<file path="src/rtl/countdown_timer_mmss.sv">
// Settable MM:SS BCD countdown timer driven by an external 1 Hz strobe.
// Raises a one-cycle done pulse and a held expired level at 00:00.
module countdown_timer_mmss #(
  parameter int MAX_MIN_TENS = 5,
  parameter int MAX_SEC_TENS = 5
) (
  input  logic       clk,
  input  logic       reset,
  input  logic       tick,
  input  logic       load,
  input  logic [2:0] load_min_tens,
  input  logic [3:0] load_min_ones,
  input  logic [2:0] load_sec_tens,
  input  logic [3:0] load_sec_ones,
  input  logic       start,
  input  logic       pause,
  output logic [2:0] min_tens,
  output logic [3:0] min_ones,
  output logic [2:0] sec_tens,
  output logic [3:0] sec_ones,
  output logic       running,
  output logic       done,
  output logic       expired
);

  localparam logic [2:0] MT_MAX = 3'(MAX_MIN_TENS);
  localparam logic [2:0] ST_MAX = 3'(MAX_SEC_TENS);

  typedef enum logic [1:0] {
    IDLE,
    RUN,
    PAUSED,
    EXPIRED
  } state_t;

  state_t state;

  logic [2:0] c_mt;
  logic [3:0] c_mo;
  logic [2:0] c_st;
  logic [3:0] c_so;

  logic [2:0] d_mt;
  logic [3:0] d_mo;
  logic [2:0] d_st;
  logic [3:0] d_so;

  logic cur_zero;
  logic dec_zero;
  logic go;
  logic hold;

  assign cur_zero = (min_tens == 3'd0) && (min_ones == 4'd0)
                 && (sec_tens == 3'd0) && (sec_ones == 4'd0);

  assign dec_zero = (d_mt == 3'd0) && (d_mo == 4'd0)
                 && (d_st == 3'd0) && (d_so == 4'd0);

  // start alone / pause alone; both together is a no-op
  assign go   = start && !pause;
  assign hold = pause && !start;

  // Clamp load digits into legal BCD range
  always_comb begin
    c_mt = load_min_tens;
    c_mo = load_min_ones;
    c_st = load_sec_tens;
    c_so = load_sec_ones;
    if (load_min_tens > MT_MAX) c_mt = MT_MAX;
    if (load_min_ones > 4'd9)   c_mo = 4'd9;
    if (load_sec_tens > ST_MAX) c_st = ST_MAX;
    if (load_sec_ones > 4'd9)   c_so = 4'd9;
  end

  // One-second BCD borrow chain; 00:00 holds
  always_comb begin
    d_mt = min_tens;
    d_mo = min_ones;
    d_st = sec_tens;
    d_so = sec_ones;
    if (cur_zero) begin
      d_so = sec_ones;
    end else if (sec_ones != 4'd0) begin
      d_so = sec_ones - 4'd1;
    end else begin
      d_so = 4'd9;
      if (sec_tens != 3'd0) begin
        d_st = sec_tens - 3'd1;
      end else begin
        d_st = ST_MAX;
        if (min_ones != 4'd0) begin
          d_mo = min_ones - 4'd1;
        end else begin
          d_mo = 4'd9;
          d_mt = min_tens - 3'd1;
        end
      end
    end
  end

  // Control FSM with registered digits and status outputs
  always_ff @(posedge clk) begin
    if (reset) begin
      state    <= IDLE;
      min_tens <= 3'd0;
      min_ones <= 4'd0;
      sec_tens <= 3'd0;
      sec_ones <= 4'd0;
      running  <= 1'b0;
      done     <= 1'b0;
      expired  <= 1'b0;
    end else begin
      done <= 1'b0;
      if (load) begin
        min_tens <= c_mt;
        min_ones <= c_mo;
        sec_tens <= c_st;
        sec_ones <= c_so;
        state    <= IDLE;
        running  <= 1'b0;
        expired  <= 1'b0;
      end else if (start || pause) begin
        if (go) begin
          unique case (state)
            IDLE: begin
              if (cur_zero) begin
                state   <= EXPIRED;
                expired <= 1'b1;
                done    <= 1'b1;
              end else begin
                state   <= RUN;
                running <= 1'b1;
              end
            end
            PAUSED: begin
              state   <= RUN;
              running <= 1'b1;
            end
            default: begin
              state <= state;
            end
          endcase
        end else if (hold && state == RUN) begin
          state   <= PAUSED;
          running <= 1'b0;
        end
      end else if (tick && state == RUN) begin
        min_tens <= d_mt;
        min_ones <= d_mo;
        sec_tens <= d_st;
        sec_ones <= d_so;
        if (dec_zero) begin
          state   <= EXPIRED;
          running <= 1'b0;
          expired <= 1'b1;
          done    <= 1'b1;
        end
      end
    end
  end

endmodule

</file>
<file path="config.mk">
export PLATFORM = sky130hd
export DESIGN_NAME = countdown_timer_mmss
export DESIGN_NICKNAME = d
export VERILOG_FILES = /design/src/rtl/countdown_timer_mmss.sv
export SDC_FILE = /design/constraint.sdc
export NUM_CORES = 1
export LEC_CHECK = 0
export CAP_MARGIN = 20
export CORE_MARGIN = 4
export CORE_UTILIZATION = 30
export CTS_CLUSTER_DIAMETER = 60
export DETAILED_ROUTE_END_ITERATION = 16
export MAX_ROUTING_LAYER = met4
export SETUP_SLACK_MARGIN = 0.2
export SYNTH_ARGS = -nofsm -noshare
export SYNTH_HDL_FRONTEND = slang
export SYNTH_SLANG_ARGS = --single-unit
</file>
<file path="constraint.sdc">
create_clock -name clk -period 4 [get_ports clk]
set_clock_uncertainty 0.05 [all_clocks]
set_input_delay 1.2 -clock clk [delete_from_list [all_inputs] [get_ports clk]]
set_output_delay 1.2 -clock clk [all_outputs]
set_load 0.03 [all_outputs]
</file>
==> flow_summary.toml, run 1 <==
[synth]
synth_async_sr_flop_share_pct = 0
yosysUniqueCellTypes = 50
synthesized_instance_count = 164
synth.largest_area_cell = "sky130_fd_sc_hd__dfxtp_1"
synth-seq-cells = 19
syn-num-nets = 186
yosys-top-cells-area = "sky130_fd_sc_hd__dfxtp_1 (29%), sky130_fd_sc_hd__nor2_1 (4.8%), sky130_fd_sc_hd__nand2_1 (4.5%)"
mean_cell_area_of_the_mapped_netlist_um2 = 8.102
main_synth_ff_type = "sky130_fd_sc_hd__dfxtp_1"
yosysMostFrequentCell = "sky130_fd_sc_hd__dfxtp_1"
number_of_flops_mapped_to_enable_cells_by_yosys = 0
synth_sequential_area_ratio_pct = 28.63
syn_area_um2 = 1329
yosysWarningCount = 0
synth_top_area_share_pct = 28.63
synthTopCellsByCount = "sky130_fd_sc_hd__dfxtp_1 (19), sky130_fd_sc_hd__nor2_1 (17), sky130_fd_sc_hd__nand2_1 (16), sky130_fd_sc_hd__a21oi_1 (11), sky130_fd_sc_hd__inv_1 (11)"

[placed_design]
dp.final_hpwl_mm = 2.588
buffer_ports.inserted = 36
gpl.final_weighted_congestion = 0.7701
placedInstanceArea_um2 = 1700

[clock_network]
cts_hold_repair.buffers = 0
post_cts_repair_setup_buffers = 0
cts_repair_resize_count = 0
tritoncts = "done"
clock_insertion_delay_worst_skew_ns = 0.26
htree_levels = 1
max-clock-path-buffers = 2
cts_sinks = 19
clkSlewWorstSetupHoldPaths_ns = 0.07
clock_root_buffer_master = "sky130_fd_sc_hd__clkbuf_8"
numCtsBuffers = 3

[timing]
finalSetupViolCount = 0
timing.final.crit_period_ns = 3.093
fmax_mhz = 323.3
timing_hold_violations_final = 0
hold_ws_ns = 0.4246
number_of_pins_exceeding_their_max_slew_limit_in_the_final_report = 0
fin_crit_sh_pct = 77.33
setup-tns-final_ns = 0
relSlewSlack_pct = 59.53
worst_pin_slew_ns = 0.6052
rsz0062_at_grt = "no"

[critical_path]
rr_endpoint = "min_ones[3]"
worstSetupStartpointType = "input port"
data_required_time_at_the_worst_endpoint_ns = 4.07
critical_path_peak_fanout = 10
endpoint_kind = "register"
reg2regPathDepth = 5
crit_arrival_ns = 3.17
reg2reg_slack_ns = 1.85
timing.setup.critical_path_class = "input port to register"
startpoint_of_the_worst_slack_reg_to_reg_timing_path = "sec_ones[3]"

[floorplan]
io-pin-count = 37
floorplan.die_area_um2 = 5558
die_height_um = 74.55
floorplan.initialDensity_pct = 32.07
die_x_um = 74.55
core_area_um2 = 4144
num_rows = 23

[hold_path]
min_path_cells = 2
min_path_type = "register to register"
worst_hold_startpoint = "expired"
min_delay_worst_endpoint = "expired"

[detailed_routing]
wl_per_cell_um = 14.13
drcViolationCount = 0
drt.antenna.violating_nets = 0
average_via_count_per_standard_cell = 5.290
via_count = 1312
drt_pre_antenna_iters = 4
drt_wl_total_mm = 3.505
drt-initial-drc-count = 102

[power_and_ir_drop]
power.leakage_nw = 0.5933
vdd_drop_max_uv = 117.3
power-per-cell-area_nw_per_um2 = 281.6

[final_layout]
final_cell_area_um2 = 1745
synthesis_to_layout_area_growth_pct = 31.36
post_route_cells_drive_above_1_share_pct = 8.586
finalNetCount = 221
antenna-diode-count = 0

[global_routing]
antenna_found_initial = 0
grt_start_max_net_pins = 19
gr-max-usage-layer = "met2"
global_route.usage.total_pct = 13.34
grt-ovfl-total = 0
grt.met3_usage_pct = 3.784
m1_gr_usage_pct = 17.82
grt_pass1_vias = 1182
grt_use_met2_pct = 20.29
grt_first_pass_wirelength_mm = 5.651

[run]
max_cap_viol_count = 0

[run_status]
outcome = "complete, no violations"
## layout make-up
cell class / count / area, µm²
fillers: 456 / 2399
multi-input cells: 127 / 848.3
flip-flops and latches: 19 / 380.4
repair buffers: 37 / 367.9
well taps: 50 / 62.56
clock buffers: 4 / 45.04
inverters: 11 / 41.29
## cell usage in the layout (no fill, tap or decap), types with 3 or more instances in the layout
cell type / count
sky130_fd_sc_hd__nand4_1: 3
sky130_fd_sc_hd__nor2_1: 17
sky130_fd_sc_hd__a311oi_1: 3
sky130_fd_sc_hd__nand3_1: 3
sky130_fd_sc_hd__or4_1: 3
sky130_fd_sc_hd__o21a_1: 5
sky130_fd_sc_hd__nor3_1: 6
sky130_fd_sc_hd__dfxtp_1: 19
sky130_fd_sc_hd__a21oi_1: 11
sky130_fd_sc_hd__clkdlybuf4s50_1: 36
sky130_fd_sc_hd__inv_1: 11
sky130_fd_sc_hd__nand3b_1: 4
sky130_fd_sc_hd__o21ai_0: 8
sky130_fd_sc_hd__nand2_1: 16
sky130_fd_sc_hd__clkbuf_8: 3
## sequential cells by signal, indices dropped and copies added, names as in the netlist
| name | count |
|---|---|
| min_ones | 4 |
| sec_ones | 4 |
| min_tens | 3 |
| sec_tens | 3 |
| state | 2 |
| done | 1 |
| expired | 1 |
| running | 1 |
## how the worst max path moves through the flow
stage / cells after the start / to / from
global placement: 6 / min_ones[3] / start
floorplan: 5 / min_ones[3] / start
finish: 6 / min_ones[3] / start
global route: 6 / min_ones[3] / start
CTS: 6 / min_ones[3] / start
detailed placement: 6 / min_ones[3] / start
## stage by stage
step	setup WS (ns)	util, %	power [mW]	cells
finish	0.9068	42.12	0.4915	248
global route	0.7420	42.12	0.5175	248
CTS	0.9286	42.12	0.4982	248
detailed placement	0.6574	41.03	0.3596	244
global placement	0.7100	41.03	0.3602	244
floorplan	1.369	-	0.3080	164
## cells by family (layout without fill, tap and decap cells)
| group | after synthesis | after routing | synth area share (%) |
|---|---|---|---|
| AOI/OAI and AO/OA | 49 | 49 | 26.65 |
| adders and majority gates | 2 | 2 | 1.883 |
| and+or+nand+nor | 72 | 72 | 32.49 |
| buffers and inverters | 18 | 52 | 7.533 |
| xor gates and xnor gates | 2 | 2 | 1.319 |
| muxes | 2 | 2 | 1.507 |
| DFF | 19 | 19 | 28.62 |
## metal layers
layer	wire [µm]	part of all wire (%)
met4	21	0.60
met1	1706	49
met2	1574	45
met3	203	5.8
met5	0	0
## report_power, final
part	internal, mW	total [mW]	switching, mW
Combinational	0.0654	0.138	0.0730
Clock	0.0708	0.136	0.0653
Sequential	0.198	0.217	0.0185
Total	0.335	0.492	0.157
## worst max-delay path, cell delays in order
cell and delay [ns]:
sky130_fd_sc_hd__clkdlybuf4s50_1 0.48, sky130_fd_sc_hd__nor3b_1 0.38, sky130_fd_sc_hd__nand4_2 0.31, sky130_fd_sc_hd__or4_1 0.48
sky130_fd_sc_hd__a211oi_1 0.25, sky130_fd_sc_hd__nor3_1 0.07
No activity file was read; power rests on OpenSTA's default activity.
==> inputs of run 2 (changes only) <==
==> constraint.sdc (replaced) <==
create_clock -name clk -period 2.5 [get_ports clk]
set_clock_uncertainty 0.05 [all_clocks]
set_input_delay 0.75 -clock clk [delete_from_list [all_inputs] [get_ports clk]]
set_output_delay 0.75 -clock clk [all_outputs]
set_load 0.03 [all_outputs]
==> flow_summary.toml, run 2 (same netlist as run 1, synthesis figures left out) <==
[critical_path]
path_cells = "clkdlybuf4s50_1 > nor2b_2 > nand4_2 > or4_1 > a211oi_2 > nor3_1"
data_required_time_at_the_worst_endpoint_ns = 2.61
endpoint_kind = "register"
rr_endpoint = "running"
timing.setup.critical_path_class = "input port to register"
critPathMaxStageDelay_ns = 0.48
reg2reg_slack_ns = 0.35
reg2regPathDepth = 5
critical_path_peak_fanout = 6
crit_path_top_delay_cell = "sky130_fd_sc_hd__clkdlybuf4s50_1"
worstSetupStartpointType = "input port"
startpoint_of_the_worst_slack_reg_to_reg_timing_path = "sec_ones[3]"
crit_arrival_ns = 2.34

[hold_path]
min_path_cells = 2
min_delay_worst_endpoint = "expired"
min_path_type = "register to register"
worst_hold_startpoint = "expired"

[timing]
number_of_pins_exceeding_their_max_slew_limit_in_the_final_report = 0
fmax_mhz = 447.0
timing.final.crit_period_ns = 2.237
timing_hold_violations_final = 0
fin_crit_sh_pct = 89.48
worst_pin_slew_ns = 0.4624
setup_ws_ns = 0.2629
rsz0062_at_grt = "yes"
relSlewSlack_pct = 68.92
finalSetupViolCount = 0

[clock_network]
cts_hold_repair.buffers = 0
clock_root_buffer_master = "sky130_fd_sc_hd__clkbuf_8"
max-clock-path-buffers = 2
clkSlewWorstSetupHoldPaths_ns = 0.08
cts_sinks = 19
htree_levels = 1
numCtsBuffers = 3
tritoncts = "done"
clock_insertion_delay_worst_skew_ns = 0.26

[power_and_ir_drop]
share_clk_of_total_power_pct = 27.7
power-per-cell-area_nw_per_um2 = 423.9
p_total_uw = 805.6
power.leakage_nw = 0.7656
seqPwrFrac_pct = 42.8
power.switching_uw = 264.2
vdd_drop_max_uv = 254.6
switching_share_pct = 32.80
intPower_uw = 541.4
power.share.combinational_pct = 29.4

[global_routing]
antenna_found_initial = 0
global_route.usage.total_pct = 14.89
grt-ovfl-total = 0
grt_pass1_vias = 1335
grt_start_max_net_pins = 14
grt_first_pass_wirelength_mm = 6.403

[run_status]
outcome = "complete, no violations"

[final_layout]
nFillCells = 450
antenna-diode-count = 0
final_cell_mix = "sky130_fd_sc_hd__clkdlybuf4s50_1 (26), sky130_fd_sc_hd__dfxtp_1 (19), sky130_fd_sc_hd__buf_4 (18)"
largest_registers = "min_ones x4, sec_ones x4"
regArea_um2 = 380.4
finalNetCount = 238
multiInputGateArea_um2 = 872.1
post_route_cells_drive_above_1_share_pct = 18.60
most_frequent_standard_cell_in_the_layout_excluding_fill_and_tap_cells = "sky130_fd_sc_hd__clkdlybuf4s50_1"
synthesis_to_layout_area_growth_pct = 43.03
finish.cell_count_without_fillers = 265

[floorplan]
io-pin-count = 37
die_x_um = 74.55
num_rows = 23
floorplan.die_area_um2 = 5558
core_area_um2 = 4144
die_height_um = 74.55
floorplan.initialDensity_pct = 32.07

[placed_design]
gpl.final_weighted_congestion = 0.7957
dp.final_hpwl_mm = 2.849
dp.cells = 261
buffer_ports.inserted = 36
place_worst_setup_slack_ns = -0.1822

[detailed_routing]
via_count = 1397
average_via_count_per_standard_cell = 5.272
drt-initial-drc-count = 104
drt_pre_antenna_iters = 4
wl_per_cell_um = 13.89
drt.antenna.violating_nets = 0
drcViolationCount = 0
drt_wl_total_mm = 3.680

[run]
max_cap_viol_count = 0
## run 2: cell types whose count changed in the layout (fill, tap and decap cells not counted), moves of 4 or more
| cell | delta |
|---|---|
| sky130_fd_sc_hd__buf_4 | +17 |
| sky130_fd_sc_hd__clkdlybuf4s50_1 | -10 |
| sky130_fd_sc_hd__dlygate4sd2_1 | +6 |
| sky130_fd_sc_hd__dlymetal6s2s_1 | +4 |
## run 2: worst max-delay path by stage
stage / from / endpoint
after floorplan: start / min_ones[3]
after global placement: start / sec_ones[2]
after detailed placement: start / min_ones[3]
after CTS: min_ones[2] / min_ones[2]
after global routing: tick / min_ones[0]
final: tick / min_ones[3]
## run 2: layer usage
layer	track usage, %	share of wire, %
met1	20.05	48
met2	23.12	46
met3	3.514	5.8
met4	2.372	0.68
met5	-	0
## run 2: layout make-up
| class | count | share of cell area (%) |
|---|---|---|
| Clock inverter | 1 | 0.2633 |
| Sequential cell | 19 | 20.01 |
| Clock buffer | 3 | 2.172 |
| Timing Repair Buffer | 54 | 26.20 |
| Multi-Input combinational cell | 127 | 45.89 |
| Inverter | 11 | 2.172 |
| Tap cell | 50 | 3.292 |
## run 2: power groups by stage
stage          sequential, mW  combinational, mW  clock, mW
3_3_place_gp            0.352              0.238          0
5_1_grt                 0.349              0.262      0.242
6_report                0.345              0.237      0.224
4_1_cts                 0.345              0.237      0.230
3_5_place_dp            0.352              0.238          0
2_1_floorplan           0.370              0.122          0
## run 2: worst max-delay path: cells and delay by family
kind                   cells  cell delay, ns
AND/OR/NAND/NOR            4            0.89
buffers and inverters      1            0.48
AO/OA/AOI/OAI              1            0.22
## run 2: through the flow
| stage | setup TNS (ns) | hold WS, ns | util (%) | cell area, µm² |
|---|---|---|---|---|
| 2_1_floorplan | 0 | 0.5063 | - | 1329 |
| 3_3_place_gp | -1.180 | 0.4068 | 44.11 | 1828 |
| 3_5_place_dp | -1.326 | 0.4132 | 44.11 | 1828 |
| 4_1_cts | 0 | 0.4252 | 45.23 | 1874 |
| 5_1_grt | 0 | 0.4677 | 45.86 | 1901 |
| 6_report | 0 | 0.4199 | 45.86 | 1901 |
## run 2: repair_timing
| action | 4_1_cts | 5_1_grt |
|---|---|---|
| endpoints found under the setup margin | 15 | 11 |
| resized for setup | 8 | 7 |
| setup buffers | 0 | 0 |
| cloned | 0 | 0 |
